--- src/rtl/pipeline_hazard_ctrl.sv ---
// pipeline_hazard_ctrl: stage enable/flush sequencing, halt drain and stall/redirect counters for the 5-stage pipeline
module pipeline_hazard_ctrl #(
    parameter int CNT_W = 32
) (
    input  logic             CLK,
    input  logic             nRST,
    input  logic             ihit,
    input  logic             dhit,
    input  logic             mem_dREN,
    input  logic             mem_dWEN,
    input  logic             mem_redirect,
    input  logic             mem_halt,
    input  logic             ex_dREN,
    input  logic [4:0]       ex_wsel,
    input  logic [4:0]       id_rs,
    input  logic [4:0]       id_rt,
    input  logic             id_uses_rt,
    output logic             pc_en,
    output logic             ifid_en,
    output logic             idex_en,
    output logic             exmem_en,
    output logic             memwb_en,
    output logic             ifid_flush,
    output logic             idex_flush,
    output logic             exmem_flush,
    output logic             halt,
    output logic [CNT_W-1:0] stall_cnt,
    output logic [CNT_W-1:0] redir_cnt
);
    typedef enum logic [1:0] {IDLE, RUN, DRAIN, HALTED} state_t;

    state_t           r_state;
    state_t           w_next;
    logic [CNT_W-1:0] r_stall_cnt;
    logic [CNT_W-1:0] r_redir_cnt;
    logic             w_dpend;
    logic             w_lduse;
    logic             w_stall;
    logic             w_redir;

    assign w_dpend   = (mem_dREN | mem_dWEN) & ~dhit;
    assign w_lduse   = ex_dREN & (ex_wsel != 5'd0) &
                       ((ex_wsel == id_rs) | (id_uses_rt & (ex_wsel == id_rt)));
    assign stall_cnt = r_stall_cnt;
    assign redir_cnt = r_redir_cnt;

    // state register; reset drops straight to IDLE so no partial outputs survive
    always_ff @(posedge CLK or negedge nRST) begin
        if (!nRST)
            r_state <= IDLE;
        else
            r_state <= w_next;
    end

    // next state and per-stage controls; in RUN the hazard rules are checked in priority order
    always_comb begin
        w_next      = r_state;
        pc_en       = 1'b0;
        ifid_en     = 1'b0;
        idex_en     = 1'b0;
        exmem_en    = 1'b0;
        memwb_en    = 1'b0;
        ifid_flush  = 1'b0;
        idex_flush  = 1'b0;
        exmem_flush = 1'b0;
        halt        = 1'b0;
        w_stall     = 1'b0;
        w_redir     = 1'b0;
        case (r_state)
            IDLE: w_next = RUN;
            RUN: begin
                if (w_dpend) begin
                    w_stall = 1'b1;
                end else if (mem_halt) begin
                    {ifid_en, idex_en, exmem_en, memwb_en} = 4'b1111;
                    {ifid_flush, idex_flush, exmem_flush} = 3'b111;
                    w_stall = 1'b1;
                    w_next  = DRAIN;
                end else if (mem_redirect) begin
                    {pc_en, ifid_en, idex_en, exmem_en, memwb_en} = 5'b11111;
                    {ifid_flush, idex_flush, exmem_flush} = 3'b111;
                    w_redir = 1'b1;
                end else if (w_lduse) begin
                    {idex_en, exmem_en, memwb_en} = 3'b111;
                    idex_flush = 1'b1;
                    w_stall    = 1'b1;
                end else if (!ihit) begin
                    {ifid_en, idex_en, exmem_en, memwb_en} = 4'b1111;
                    ifid_flush = 1'b1;
                    w_stall    = 1'b1;
                end else begin
                    {pc_en, ifid_en, idex_en, exmem_en, memwb_en} = 5'b11111;
                end
            end
            DRAIN: begin
                {ifid_en, idex_en, exmem_en, memwb_en} = 4'b1111;
                {ifid_flush, idex_flush, exmem_flush} = 3'b111;
                w_next = HALTED;
            end
            default: halt = 1'b1;
        endcase
    end

    // saturating performance counters, cleared only by reset
    always_ff @(posedge CLK or negedge nRST) begin
        if (!nRST) begin
            r_stall_cnt <= '0;
            r_redir_cnt <= '0;
        end else begin
            if (w_stall && !(&r_stall_cnt))
                r_stall_cnt <= r_stall_cnt + CNT_W'(1);
            if (w_redir && !(&r_redir_cnt))
                r_redir_cnt <= r_redir_cnt + CNT_W'(1);
        end
    end
endmodule

--- config.mk ---
export PLATFORM = sky130hd
export DESIGN_NAME = pipeline_hazard_ctrl
export DESIGN_NICKNAME = d
export VERILOG_FILES = /design/src/rtl/pipeline_hazard_ctrl.sv
export SDC_FILE = /design/constraint.sdc
export NUM_CORES = 1
export LEC_CHECK = 0
export BUFFER_PORTS_ARGS = -buffer_cell sky130_fd_sc_hd__buf_2
export CAP_MARGIN = 20
export CORE_MARGIN = 5
export CORE_UTILIZATION = 35
export DETAILED_ROUTE_END_ITERATION = 10
export HOLD_SLACK_MARGIN = 0.1
export SYNTH_ARGS = -nofsm -noshare
export SYNTH_HDL_FRONTEND = slang
export SYNTH_SLANG_ARGS = --single-unit
--- constraint.sdc ---
create_clock -name CLK -period 2.7 [get_ports CLK]
set_input_delay 0.81 -clock CLK [delete_from_list [all_inputs] [get_ports CLK]]
set_output_delay 0.81 -clock CLK [all_outputs]
set_load 0.02 [all_outputs]
==> qor.yml, run 1 <==
global_route:
  groute.layer.met2.usage_pct: 25.3
  maximum_number_of_pins_on_one_net_before_global_route_repair: 28
  top_usage_layer: "met2"
  first_global_vias: 2894
  groute.usage.overall_pct: 14.8
  global_route_track_usage_on_met3_pct: 4.11
  grt.met1_usage_pct: 18.2
  antenna_violations_before_repair: 0
  grt_residual_overflow: 0
  grt_first_pass_wirelength_mm: 14.0
die:
  die-area_mm2: 0.0121
  dieHeight_um: 110
  core_area_mm2: 0.00977
  initial_utilization_pct: 35.8
  die-width_um: 110
  row_count: 36
  boundaryPins: 98
logic_synthesis:
  asyncSetResetFlopFracSynth_pct: 100
  synthCells: 341
  yosys_most_used_dff: "sky130_fd_sc_hd__dfrtp_1"
  postSynthRegisterBits: 66
  synth_top_area_share_pct: 47.2
  synth_enable_flop_cells: 0
  dominant_cell_type_by_area_after_synthesis: "sky130_fd_sc_hd__dfrtp_1"
  seq_area_frac_synth_pct: 47.2
  syn-mean-instance-area_um2: 10.3
  synthDistinctLibCells: 48
  ys_warn_count: 0
  postSynthNetCount: 372
  synth_area_leaders: "sky130_fd_sc_hd__dfrtp_1, sky130_fd_sc_hd__xnor2_1, sky130_fd_sc_hd__xor2_1"
  synthesis.area_mm2: 0.00350
power:
  sequentialPowerShare_pct: 52.9
  internal-power_mw: 1.43
  net_switching_component_of_the_power_uw: 443
  power.ir.vdd_worst_mv: 0.281
  clockPowerShare_pct: 41.2
  power_switching_share_pct: 23.7
  static-leakage-power_nw: 2.37
  cellPowerDensity_mw_per_mm2: 398
  combinationalPowerShare_pct: 6.0
cells_and_area:
  final_util_pct: 48.0
  multi_input_area_mm2: 0.00190
  filler_cell_count_in_the_final_layout: 954
  layout-drive-gt1-share_pct: 36.9
  layout_commonest_cell: "sky130_fd_sc_hd__buf_2"
  area_delta_synth_final_pct: 34.1
  nets: 503
  most-common-layout-cells: "sky130_fd_sc_hd__buf_2, sky130_fd_sc_hd__dfrtp_1, sky130_fd_sc_hd__xnor2_1"
  num_antenna_cells: 0
  final-seq-area_mm2: 0.00165
setup_path:
  startpoint: "ex_wsel[1]"
  startpoint_of_the_most_critical_register_to_register_path: "stall_cnt[13]$_DFFE_PN0P_"
  critical_path_arrival_ns: 2.26
  crit_path_max_fanout: 3
  critPathKind: "primary input to output port"
  required_time_at_the_worst_slack_endpoint_ns: 1.89
  critical_path.endpoint_type: "output port"
  crit_path_start_kind: "primary input"
detailed_routing:
  route.antenna.remaining_nets: 0
  routed_via_density: 4.84
  remaining_drc_errors: 0
  first_iter_violations: 59
  post_drt_wl_per_cell_um: 14.1
  detailed_router_iteration_count_before_antenna_repair: 4
  wl_mm: 8.58
  num_vias: 2950
placed_design:
  post-dp-hpwl_mm: 6.50
  gp_congestion: 0.805
  port_buffers: 97
  preCtsSetupSlack_ns: -0.445
clock_network:
  cts-htree-levels: 3
  clk_root_buffer_cell: "sky130_fd_sc_hd__clkbuf_8"
  worstSkewPairLatency_ns: 0.34
  cts_made_buffers: 9
  tritoncts_clock_tree: "yes"
  numClockSinks: 66
  cts_max_path_buffers: 2
  cts.reportedPaths.clkPinSlew_ns: 0.08
  cts_hold_buffers: 0
sta:
  period_needed_ns: 3.07
  slew_violations: 0
  worst_slew_margin_rel_pct: 58.4
  clock.fmax_mhz: 326
  timing_hold_violations_final: 0
  setup_slack_ns: -0.369
  tightestPinTransition_ns: 0.622
  worst_clock_skew_ns: 0.00983
  final-setup-viol-count: 4
  min_period_over_period_pct: 114
  rsz0062_at_grt: "yes"
outcome:
  failing_checks: "negative setup slack"
  run_status: "complete, but fails checks"
run:
  max_capacitance_violation_total: 0
min_path:
  hold_path_class: "primary input to asynchronous set/reset pin"
==> final cells by class <==
class / instances / area share (%)
multi-input combinational: 257 / 40.4
sequential: 66 / 35.2
timing repair buffer: 127 / 16.1
tap: 133 / 3.55
clock buffer: 12 / 3.31
inverter: 11 / 0.880
clock inverter: 4 / 0.560
==> final timing paths <==
kind	to	slack, ns	cells past startpoint
worst max-delay path	pc_en	-0.37	7
worst min-delay path	redir_cnt[11]$_DFFE_PN0P_	0.46	1
worst max register to register	stall_cnt[8]$_DFFE_PN0P_	0.39	8
worst min register to register	redir_cnt[20]$_DFFE_PN0P_	0.49	1
max in group asynchronous	stall_cnt[15]$_DFFE_PN0P_	1.59	2
min in group CLK	redir_cnt[20]$_DFFE_PN0P_	0.49	1
==> synthesized netlist by cell type (3+ instances only) <==
library cell and n:
sky130_fd_sc_hd__clkbuf_1 3, sky130_fd_sc_hd__nor4_1 5, sky130_fd_sc_hd__nor3_1 11, sky130_fd_sc_hd__nor2_1 25, sky130_fd_sc_hd__o21ai_0 3, sky130_fd_sc_hd__and2_1 6
sky130_fd_sc_hd__ha_1 6, sky130_fd_sc_hd__a21oi_1 4, sky130_fd_sc_hd__xor2_1 21, sky130_fd_sc_hd__nor2b_1 3, sky130_fd_sc_hd__xnor2_1 49, sky130_fd_sc_hd__nand4_1 19
sky130_fd_sc_hd__and4_1 5, sky130_fd_sc_hd__buf_4 3, sky130_fd_sc_hd__nand3_1 26, sky130_fd_sc_hd__and3_1 4, sky130_fd_sc_hd__dfrtp_1 66, sky130_fd_sc_hd__nand2_1 34
sky130_fd_sc_hd__inv_1 11
==> stage by stage <==
step | hold WS, ns | total power, mW | TNS [ns] | instance area [µm²] | std cells
detailed placement | 0.480 | 1.10 | -2.53 | 4360 | 591
global placement | 0.473 | 1.10 | -2.42 | 4360 | 591
floorplan | 0.514 | 1.03 | -0.221 | 3530 | 341
CTS | 0.461 | 1.89 | -0.929 | 4570 | 608
global route | 0.487 | 1.95 | -1.23 | 4690 | 610
finish | 0.456 | 1.87 | -1.02 | 4690 | 610
==> cells by family (layout without fill, tap and decap cells) <==
kind of cell,Yosys count,in the layout,synth area share [%]
buffers and inverters,18,154,2.47
AO/OA/AOI/OAI,20,20,4.33
flip-flops,66,66,47.2
multiplexers,4,4,1.22
AND/OR/NAND/NOR,157,157,25.1
XOR/XNOR,70,70,17.5
adder cells (fa/ha/maj),6,6,2.15
==> sequential cells by signal, indices dropped and copies added, names as in the netlist <==
signal,cells
r_state,2
redir_cnt,32
stall_cnt,32
==> worst max-delay path, cell delays in order <==
cell and delay (ns):
sky130_fd_sc_hd__buf_6 0.09, sky130_fd_sc_hd__or4_4 0.53, sky130_fd_sc_hd__o21a_1 0.21, sky130_fd_sc_hd__nand2_2 0.10
sky130_fd_sc_hd__a21oi_2 0.08, sky130_fd_sc_hd__nor4bb_4 0.26, sky130_fd_sc_hd__buf_4 0.18
==> per-layer routing <==
| metal | part of all wire (%) | up-vias | wire length [µm] |
|---|---|---|---|
| met5 | 0 | - | 0 |
| met3 | 5.8 | 10 | 497 |
| li1 | - | 1449 | - |
| met2 | 50 | 79 | 4280 |
| met1 | 43 | 1412 | 3700 |
| met4 | 1.2 | 0 | 100 |
==> power by group through the flow <==
stage                     Sequential [mW]  Clock, mW  Combinational [mW]
after floorplan                      1.01          0              0.0261
after global placement               1.01          0              0.0949
final                               0.988      0.770               0.111
after detailed placement             1.01          0              0.0977
after global routing                0.987      0.837               0.125
after CTS                           0.988      0.803              0.0999
==> timing repair <==
action | CTS | global route
endpoints found under the setup margin | 5 | 5
setup buffers | 1 | 2
pin swaps | 3 | 10
resized for setup | 7 | 19
(Power assumes the default switching activity.)
==> run 2, diff against run 1 <==
--- a/config.mk
+++ b/config.mk
@@ -11,6 +11,7 @@
 export CORE_UTILIZATION = 35
 export DETAILED_ROUTE_END_ITERATION = 10
 export HOLD_SLACK_MARGIN = 0.1
+export SKIP_CTS_REPAIR_TIMING = 1
 export SYNTH_ARGS = -nofsm -noshare
 export SYNTH_HDL_FRONTEND = slang
 export SYNTH_SLANG_ARGS = --single-unit
==> qor.yml, run 2 (synthesis results as in run 1) <==
sta:
  clock.fmax_mhz: 325  # -0.36%
  final-setup-viol-count: 4  # unchanged
  min_period_over_period_pct: 114  # +0.41 points
  tightestPinTransition_ns: 0.622  # -0.0000635 ns
  timing_hold_violations_final: 0  # unchanged
  slew_violations: 0  # unchanged
  worst_clock_skew_ns: 0.00984  # +0.00000200 ns
  worst_slew_margin_rel_pct: 58.4  # about the same
  finalHoldWorstSlack_ns: 0.455  # -0.00126 ns
  rsz0062_at_grt: "yes"
  tns_ns: -1.06  # -0.0413 ns
  setup_slack_ns: -0.380  # -0.0112 ns
  period_needed_ns: 3.08  # +0.0112 ns
die:
  boundaryPins: 98  # unchanged
  row_count: 36  # unchanged
  die-area_mm2: 0.0121  # unchanged
  die-width_um: 110  # unchanged
  core_area_mm2: 0.00977  # unchanged
  dieHeight_um: 110  # unchanged
  initial_utilization_pct: 35.8  # unchanged
detailed_routing:
  detailed_router_iteration_count_before_antenna_repair: 4  # unchanged
  num_vias: 2938  # -0.41%
  first_iter_violations: 89  # +51%
  post_drt_wl_per_cell_um: 14.0  # -0.69%
  routed_via_density: 4.82  # -0.41%
  wl_mm: 8.52  # -0.69%
  route.antenna.remaining_nets: 0  # unchanged
  remaining_drc_errors: 0  # unchanged
cells_and_area:
  area_delta_synth_final_pct: 32.6
  layout-drive-gt1-share_pct: 35.2  # -1.7 points
  layout.cell_area.non_filler_mm2: 0.00464  # -1.1%
  num_antenna_cells: 0  # unchanged
  nets: 503  # unchanged
  layout.cells.non_filler: 610  # unchanged
  most-common-layout-cells: "sky130_fd_sc_hd__buf_2, sky130_fd_sc_hd__dfrtp_1, sky130_fd_sc_hd__xnor2_1"
  layout_commonest_cell: "sky130_fd_sc_hd__buf_2"
placed_design:
  place_area_mm2: 0.00436  # unchanged
  post-dp-hpwl_mm: 6.50  # unchanged
  numPlacedInstances: 591  # unchanged
  port_buffers: 97  # unchanged
  gp_congestion: 0.805  # unchanged
clock_network:
  worstSkewPairLatency_ns: 0.34  # about the same
  cts_max_path_buffers: 2  # unchanged
  cts-htree-levels: 3  # unchanged
  cts.reportedPaths.clkPinSlew_ns: 0.08  # about the same
  clk_root_buffer_cell: "sky130_fd_sc_hd__clkbuf_8"
  cts_made_buffers: 9  # unchanged
  numClockSinks: 66  # unchanged
  tritoncts_clock_tree: "yes"
setup_path:
  crit_path_cell_trace: "buf_6 -> or4_4 -> o21a_1 -> nand2_2 -> a21oi_4 -> nor4bb_4 -> buf_4"
  critPathKind: "primary input to output port"
  crit_family: "simple AND/OR/NAND/NOR gates"
  regToRegEndpoint: "stall_cnt[8]$_DFFE_PN0P_"
  crit_path_start_kind: "primary input"
  startpoint_of_the_most_critical_register_to_register_path: "stall_cnt[13]$_DFFE_PN0P_"
  path_length_in_cells_of_the_critical_path: 7  # unchanged
  cp_slowest_cell: "sky130_fd_sc_hd__or4_4"
  critical_path.endpoint_type: "output port"
  critical_path_arrival_ns: 2.27  # about the same
  critPathMaxStageDelay_ns: 0.53  # about the same
  regToRegSetupSlack_ns: 0.39  # about the same
  rr_worst_depth: 8  # unchanged
  crit_path_max_fanout: 3  # unchanged
  required_time_at_the_worst_slack_endpoint_ns: 1.89  # about the same
  critical_path_buf_inv_count: 2  # unchanged
power:
  net_switching_component_of_the_power_uw: 439  # -1.0%
  combinationalPowerShare_pct: 5.5  # -0.5 points
  cellPowerDensity_mw_per_mm2: 401  # +0.61%
  static-leakage-power_nw: 2.33  # -1.5%
  internal-power_mw: 1.42  # -0.39%
  sequentialPowerShare_pct: 53.2  # +0.3 points
  power.ir.vdd_worst_mv: 0.280  # -0.37%
  clockPowerShare_pct: 41.4  # +0.2 points
  p_total_mw: 1.86  # -0.54%
  power_switching_share_pct: 23.6  # -0.12 points
global_route:
  maximum_number_of_pins_on_one_net_before_global_route_repair: 28  # unchanged
  grt_first_pass_wirelength_mm: 14.0  # -0.20%
  antenna_violations_before_repair: 0  # unchanged
  groute.usage.overall_pct: 14.8  # -0.039 points
  grt_residual_overflow: 0  # unchanged
  first_global_vias: 2880  # -0.48%
run:
  max_capacitance_violation_total: 0  # unchanged
min_path:
  hold_path_class: "primary input to asynchronous set/reset pin"
outcome:
  run_status: "complete, but fails checks"
  failing_checks: "negative setup slack"
==> run 2: metrics by stage <==
| step | util, % | worst slack [ns] |
|---|---|---|
| after floorplan | - | -0.200 |
| after global placement | 44.6 | -0.460 |
| after detailed placement | 44.6 | -0.445 |
| after CTS | 46.4 | -0.445 |
| after global routing | 47.4 | -0.442 |
| final | 47.4 | -0.380 |
==> run 2: worst register-to-register path, stage by stage, from the launching register on <==
cell                       delay, ns
sky130_fd_sc_hd__dfrtp_1        0.49
sky130_fd_sc_hd__nand4_4        0.18
sky130_fd_sc_hd__nor4_1         0.31
sky130_fd_sc_hd__buf_4          0.18
sky130_fd_sc_hd__nand2_1        0.07
sky130_fd_sc_hd__o211ai_1       0.53
sky130_fd_sc_hd__buf_4          0.24
sky130_fd_sc_hd__nor3_1         0.05
sky130_fd_sc_hd__xor2_1         0.14
==> run 2: final cells by class <==
cell class / count / area, µm²
fillers: 952 / 5140
multi-input cells: 257 / 1840
flip-flops and latches: 66 / 1650
repair buffers: 127 / 753
well taps: 133 / 166
clock buffers: 12 / 155
inverters: 11 / 41.3
clock inverters: 4 / 26.3
==> run 2: worst max-delay path by stage <==
stage / from / endpoint / slack, ns
finish: ex_wsel[4] / pc_en / -0.38
CTS: ex_wsel[1] / pc_en / -0.45
detailed placement: ex_wsel[1] / pc_en / -0.45
global route: ex_wsel[4] / pc_en / -0.44
global placement: ex_wsel[1] / pc_en / -0.46
floorplan: ex_wsel[1] / pc_en / -0.20
==> run 2: layer usage <==
layer | track usage [%] | wire length [µm] | part of all wire [%] | vias to the layer above
met1 | 18.3 | 3740 | 44 | 1404
met5 | 0 | 0 | 0 | -
li1 | - | - | - | 1449
met4 | 4.27 | 103 | 1.2 | 0
met3 | 4.11 | 474 | 5.6 | 10
met2 | 25.1 | 4200 | 49 | 75
==> run 2: power groups by stage <==
stage          Sequential (mW)  Combinational (mW)  Clock, mW
2_1_floorplan             1.01              0.0261          0
3_3_place_gp              1.01              0.0949          0
3_5_place_dp              1.01              0.0977          0
4_1_cts                  0.988              0.0979      0.803
5_1_grt                  0.987               0.114      0.837
6_report                 0.988               0.102      0.769
